<file path="config.mk">
export PLATFORM = sky130hd
export DESIGN_NAME = cci_rx_response_router
export DESIGN_NICKNAME = d
export VERILOG_FILES = /design/src/rtl/cci_rx_response_router.sv
export SDC_FILE = /design/constraint.sdc
export NUM_CORES = 2
export LEC_CHECK = 0
export ABC_AREA = 1
export CAP_MARGIN = 10
export CORE_AREA = 2 2 642 644
export DETAILED_ROUTE_END_ITERATION = 10
export DIE_AREA = 0 0 644 646
export PLACE_DENSITY_LB_ADDON = 0.15
export SYNTH_ARGS = -nofsm -noshare
export SYNTH_HDL_FRONTEND = slang
export SYNTH_SLANG_ARGS = --single-unit
</file>
<file path="constraint.sdc">
create_clock -name clk -period 2.95 [get_ports clk]
set_clock_uncertainty 0.2 [all_clocks]
set_input_delay 0.59 -clock clk [delete_from_list [all_inputs] [get_ports clk]]
set_output_delay 0.59 -clock clk [all_outputs]
set_load 0.05 [all_outputs]
</file>
<file path="src/rtl/cci_rx_response_router.sv">
// Steers CCI rx read data and write completions to the frame_reader/frame_writer
// clients by mdata tag bit, and keeps per-client outstanding-write counters.
module cci_rx_response_router #(
  parameter int unsigned MDATA_W = 13,
  parameter int unsigned CNT_W   = 9
) (
  input  logic               clk,
  input  logic               reset,
  input  logic               afu_en,
  input  logic               rx0_rdvalid,
  input  logic               rx0_wrvalid,
  input  logic [MDATA_W-1:0] rx0_mdata,
  input  logic [511:0]       rx0_data,
  input  logic               rx1_wrvalid,
  input  logic [MDATA_W-1:0] rx1_mdata,
  input  logic               rd_issue_reader,
  input  logic               rd_issue_writer,
  input  logic               wr_issue_reader,
  input  logic               wr_issue_writer,
  output logic               reader_rdvalid,
  output logic               writer_rdvalid,
  output logic [MDATA_W-1:0] reader_rdmdata,
  output logic [MDATA_W-1:0] writer_rdmdata,
  output logic [511:0]       reader_rddata,
  output logic [511:0]       writer_rddata,
  output logic [1:0]         reader_wrdone,
  output logic [1:0]         writer_wrdone,
  output logic [CNT_W-1:0]   reader_wr_outstanding,
  output logic [CNT_W-1:0]   writer_wr_outstanding,
  output logic               reader_idle,
  output logic               writer_idle,
  output logic [1:0]         err_underflow,
  output logic [1:0]         err_overflow
);

  localparam int unsigned SUM_W = CNT_W + 2;
  localparam logic [CNT_W-1:0] CNT_MAX = '1;

  logic             rx0_tag_c;
  logic             rx1_tag_c;
  logic [1:0]       done_reader_c;
  logic [1:0]       done_writer_c;
  logic [CNT_W+1:0] step_reader_c;
  logic [CNT_W+1:0] step_writer_c;
  logic             unused_c;

  assign unused_c  = ^{rd_issue_reader, rd_issue_writer, rx1_mdata[MDATA_W-2:0]};
  assign rx0_tag_c = rx0_mdata[MDATA_W-1];
  assign rx1_tag_c = rx1_mdata[MDATA_W-1];

  // Completions per client this cycle, summed across both rx channels.
  assign done_reader_c = 2'(rx0_wrvalid && !rx0_tag_c) + 2'(rx1_wrvalid && !rx1_tag_c);
  assign done_writer_c = 2'(rx0_wrvalid &&  rx0_tag_c) + 2'(rx1_wrvalid &&  rx1_tag_c);

  // Returns {overflow, underflow, next_count}; issue and completions net out first.
  function automatic logic [CNT_W+1:0] cnt_step(input logic [CNT_W-1:0] cnt,
                                                input logic             issue,
                                                input logic [1:0]       done);
    logic signed [SUM_W-1:0] sum;
    sum = $signed({2'b00, cnt}) + $signed(SUM_W'(issue)) - $signed(SUM_W'(done));
    if (sum < 0)
      cnt_step = {1'b0, 1'b1, {CNT_W{1'b0}}};
    else if (sum > $signed({2'b00, CNT_MAX}))
      cnt_step = {1'b1, 1'b0, CNT_MAX};
    else
      cnt_step = {2'b00, sum[CNT_W-1:0]};
  endfunction

  assign step_reader_c = cnt_step(reader_wr_outstanding, wr_issue_reader, done_reader_c);
  assign step_writer_c = cnt_step(writer_wr_outstanding, wr_issue_writer, done_writer_c);

  always_ff @(posedge clk) begin
    if (reset) begin
      reader_rdvalid        <= 1'b0;
      writer_rdvalid        <= 1'b0;
      reader_rdmdata        <= '0;
      writer_rdmdata        <= '0;
      reader_rddata         <= '0;
      writer_rddata         <= '0;
      reader_wrdone         <= 2'd0;
      writer_wrdone         <= 2'd0;
      reader_wr_outstanding <= '0;
      writer_wr_outstanding <= '0;
      reader_idle           <= 1'b1;
      writer_idle           <= 1'b1;
      err_underflow         <= 2'b00;
      err_overflow          <= 2'b00;
    end else if (!afu_en) begin
      // Drop responses and clear tracking; data and error history are kept.
      reader_rdvalid        <= 1'b0;
      writer_rdvalid        <= 1'b0;
      reader_wrdone         <= 2'd0;
      writer_wrdone         <= 2'd0;
      reader_wr_outstanding <= '0;
      writer_wr_outstanding <= '0;
      reader_idle           <= 1'b1;
      writer_idle           <= 1'b1;
    end else begin
      reader_rdvalid <= rx0_rdvalid && !rx0_tag_c;
      writer_rdvalid <= rx0_rdvalid &&  rx0_tag_c;
      if (rx0_rdvalid && !rx0_tag_c) begin
        reader_rdmdata <= rx0_mdata;
        reader_rddata  <= rx0_data;
      end
      if (rx0_rdvalid && rx0_tag_c) begin
        writer_rdmdata <= rx0_mdata;
        writer_rddata  <= rx0_data;
      end
      reader_wrdone         <= done_reader_c;
      writer_wrdone         <= done_writer_c;
      reader_wr_outstanding <= step_reader_c[CNT_W-1:0];
      writer_wr_outstanding <= step_writer_c[CNT_W-1:0];
      reader_idle           <= (step_reader_c[CNT_W-1:0] == '0);
      writer_idle           <= (step_writer_c[CNT_W-1:0] == '0);
      err_underflow         <= err_underflow | {step_writer_c[CNT_W], step_reader_c[CNT_W]};
      err_overflow          <= err_overflow  | {step_writer_c[CNT_W+1], step_reader_c[CNT_W+1]};
    end
  end

endmodule
</file>
==> impl_metrics.env <==
export IMPL_first_global_vias=39730
export IMPL_yosys_area_share_simple_pct=12.30
export IMPL_firstDrtPassIters=5
export IMPL_ys_seq_elements=1080
export IMPL_path_class="in2reg"
export IMPL_synth_xor_area_share_pct=0.2046
export IMPL_row_count=235
export IMPL_period_minus_slack_ns=2.850
export IMPL_nets=7145
export IMPL_total_power_mw=45.85
export IMPL_synth_distinct_cells=36
export IMPL_final_common_cell="nor2_1"
export IMPL_hold_violations=0
export IMPL_power_density_nw_per_um2=683.7
export IMPL_place_area_um2=62330
export IMPL_grt_antenna_before_repair=42
export IMPL_clock_path_buffers=4
export IMPL_r2r_end="writer_idle"
export IMPL_final_cell_mix="1,081 x nor2_1, 1,080 x dfxtp_1, 1,048 x o21ai_0"
export IMPL_grt_usage_pct=13.62
export IMPL_leakage_nw=27.49
export IMPL_required_ns=3.52
export IMPL_dr_first_iter_drc_count=2051
export IMPL_async_reset_ff_share_pct=0
export IMPL_drive_gt1_share_pct=11.54
export IMPL_rsz0062_at_grt="no"
export IMPL_syn_inst=4864
export IMPL_place_congestion=0.8641
export IMPL_p_sw_share_pct=33.51
export IMPL_syn_area_um2=38530
export IMPL_die_y_um=646
export IMPL_post_cts_buffers=0
export IMPL_holdCritStartpoint="rx0_data[335]"
export IMPL_seq_power_share_pct=34.8
export IMPL_drc=0
export IMPL_antenna_left=0
export IMPL_synth_warnings=0
export IMPL_die_area_um2=416000
export IMPL_cp_max_fo=2
export IMPL_ys_seq_area_share_pct=56.12
export IMPL_clkPwrFrac_pct=43.0
export IMPL_synthMuxAreaShare_pct=0
export IMPL_start_util_pct=9.426
export IMPL_r2r_start="writer_wr_outstanding[0]"
export IMPL_pwr_share_comb_pct=22.3
export IMPL_p_int_mw=30.48
export IMPL_wirelength_um=296400
export IMPL_crit_path_end_kind="register"
export IMPL_tritoncts="built"
export IMPL_post_route_period_util_pct=96.60
export IMPL_hold_buffers=0
export IMPL_cts_num_sinks=1080
export IMPL_final_area_um2=67050
export IMPL_status="complete, no violations"
export IMPL_syn_area_per_cell_um2=7.921
export IMPL_startpoint_type="primary input"
export IMPL_pin_count=1628
export IMPL_synth_compound_gate_area_share_pct=20.80
export IMPL_cp_data_arrival_time_ns=3.42
export IMPL_area_growth_pct=74.05
export IMPL_holdPathEnd="reader_rddata[335]"
export IMPL_synth_edf_count=0
export IMPL_path_clk_slew_ns=0.06
export IMPL_slew_viol_final=0
export IMPL_dp_slack_ns=-0.7795
export IMPL_holdCritPathClass="in2reg"
export IMPL_switching_power_mw=15.36
export IMPL_grt_max_degree=84
export IMPL_worst_pin_slew_ns=0.8530
export IMPL_die_x_um=644
export IMPL_synth_fa_ha_area_share_pct=0.9483
export IMPL_dp_hpwl_um=244600
export IMPL_vias=39590
export IMPL_portBuffers=1613
export IMPL_whs_path_depth=3
export IMPL_synth_nets=5440
export IMPL_max_vdd_ir_drop_mv=0.3916
export IMPL_timing_fmax_mhz=350.9
export IMPL_clock_latency_ns=0.83
export IMPL_setup_violations=0
export IMPL_slew_headroom_pct=43.36
export IMPL_synth_top_family_by_area="compound AO/OA/AOI/OAI gates"
export IMPL_grt_pass1_wl_um=385800
export IMPL_via_per_inst=3.260
export IMPL_clockRootBuffer="clkbuf_16"
export IMPL_htree_levels=4
export IMPL_cts_buffers=157
export IMPL_r2r_cells=15
export IMPL_synth_ff_type="dfxtp_1"
export IMPL_wl_per_cell_um=24.40
export IMPL_rrSetupSlack_ns=0.41
export IMPL_overflow=0
export IMPL_drv_cap=0
export IMPL_core_um2=408700
export IMPL_fin_ws_ns=0.1002
metrics by stage:
stage	TNS, ns	utilization, %	cells	hold slack, ns
final	0	16.41	12140	0.1488
after global routing	0	16.40	12140	0.06904
after global placement	-17.39	15.25	11860	0.2308
after CTS	0	16.39	12130	0.006561
after floorplan	0	-	4864	0.4604
after detailed placement	-16.28	15.25	11860	0.2336
cells by family (layout without fill, tap and decap cells):
family / after synthesis / after routing
AO/OA/AOI/OAI: 1594 / 1594
AND/OR/NAND/NOR: 1216 / 1216
flip-flops: 1080 / 1080
buffers and inverters: 937 / 2754
adder cells (fa/ha/maj): 28 / 28
XOR/XNOR: 9 / 9
other: 0 / 12
cells in the mapped netlist, types with 2 or more instances:
library cell / n / area share, %
nor2_1: 1081 / 11
dfxtp_1: 1080 / 56
o21ai_0: 1048 / 14
inv_1: 582 / 5.7
a21oi_1: 530 / 6.9
clkbuf_1: 202 / 2.0
buf_2: 142 / 1.8
nand2_1: 79 / 0.77
ha_1: 26 / 0.84
nand3_1: 23 / 0.30
nand2_2: 10 / 0.16
nand3_2: 6 / 0.16
o21ai_1: 6 / 0.078
xor2_1: 5 / 0.11
buf_4: 4 / 0.078
inv_2: 4 / 0.039
nand3b_1: 4 / 0.078
xnor2_1: 4 / 0.091
nand4_1: 3 / 0.049
o21bai_1: 3 / 0.058
a21o_1: 2 / 0.039
a21oi_2: 2 / 0.045
buf_1: 2 / 0.019
fa_1: 2 / 0.10
nand2_4: 2 / 0.058
nor2_2: 2 / 0.032
power groups by stage:
stage	sequential [mW]	combinational, mW	clock, mW
detailed placement	16.3	10.6	0
floorplan	18.9	2.64	0
finish	15.9	10.2	19.7
global placement	16.3	10.7	0
CTS	16.0	10.5	20.6
global route	16.0	11.0	21.1
layout make-up:
type,count,area [µm²]
fill,46480,341700
inverter,587,2218
clock buffer,230,4597
timing repair buffer,1896,17950
tap,5451,6820
clock inverter,41,584.3
antenna,12,30.03
multi-input combinational,2847,13230
sequential,1080,21620
layer usage:
layer / global-route usage, % / up-vias / part of all wire (%) / wire, µm
li1: - / 19040 / - / -
met1: 14.37 / 19010 / 37 / 110400
met2: 24.46 / 1212 / 50 / 149100
met3: 5.994 / 300 / 9.7 / 28670
met4: 3.662 / 18 / 2.7 / 7970
met5: 0 / - / 0.040 / 119
sequential cells by signal, summed over array words and instances, names as in the netlist:
signal / cells
err_overflow: 2
err_underflow: 2
reader_idle: 1
reader_rddata: 512
reader_rdmdata: 13
reader_rdvalid: 1
reader_wr_outstanding: 9
reader_wrdone: 2
writer_idle: 1
writer_rddata: 512
writer_rdmdata: 13
writer_rdvalid: 1
writer_wr_outstanding: 9
writer_wrdone: 2
worst max-delay path by stage:
stage	from	end	slack (ns)	depth (start not counted)
global route	reader_rddata[358]	reader_rddata[358]	0.003	1
floorplan	rx0_wrvalid	writer_idle	0.004	17
global placement	rx1_wrvalid	reader_wr_outstanding[0]	-0.85	17
CTS	writer_rddata[224]	writer_rddata[224]	0.0004	1
detailed placement	rx0_mdata[12]	reader_wr_outstanding[1]	-0.78	16
finish	rx1_mdata[12]	writer_idle	0.10	18
critical path, cell delays in order:
cell and delay (ns):
clkdlybuf4s50_1 0.42, nand2_1 0.14, inv_1 0.08, ha_1 0.30, ha_1 0.28, inv_1 0.04
ha_1 0.20, fa_2 0.38, nand3_1 0.11, nand3_2 0.08, nand3_2 0.11, buf_4 0.12
nand2_1 0.04, nand2_1 0.06, nand4_1 0.13, o21bai_1 0.17, nand3_1 0.10, nand2_1 0.07
repair_timing:
| action | CTS | global route |
|---|---|---|
| endpoints found under the hold margin | 0 | 0 |
| endpoints found under the setup margin | 416 | 11 |
| gates resized for setup | 421 | 9 |
Note: power is estimated with default switching activity, not from simulation.
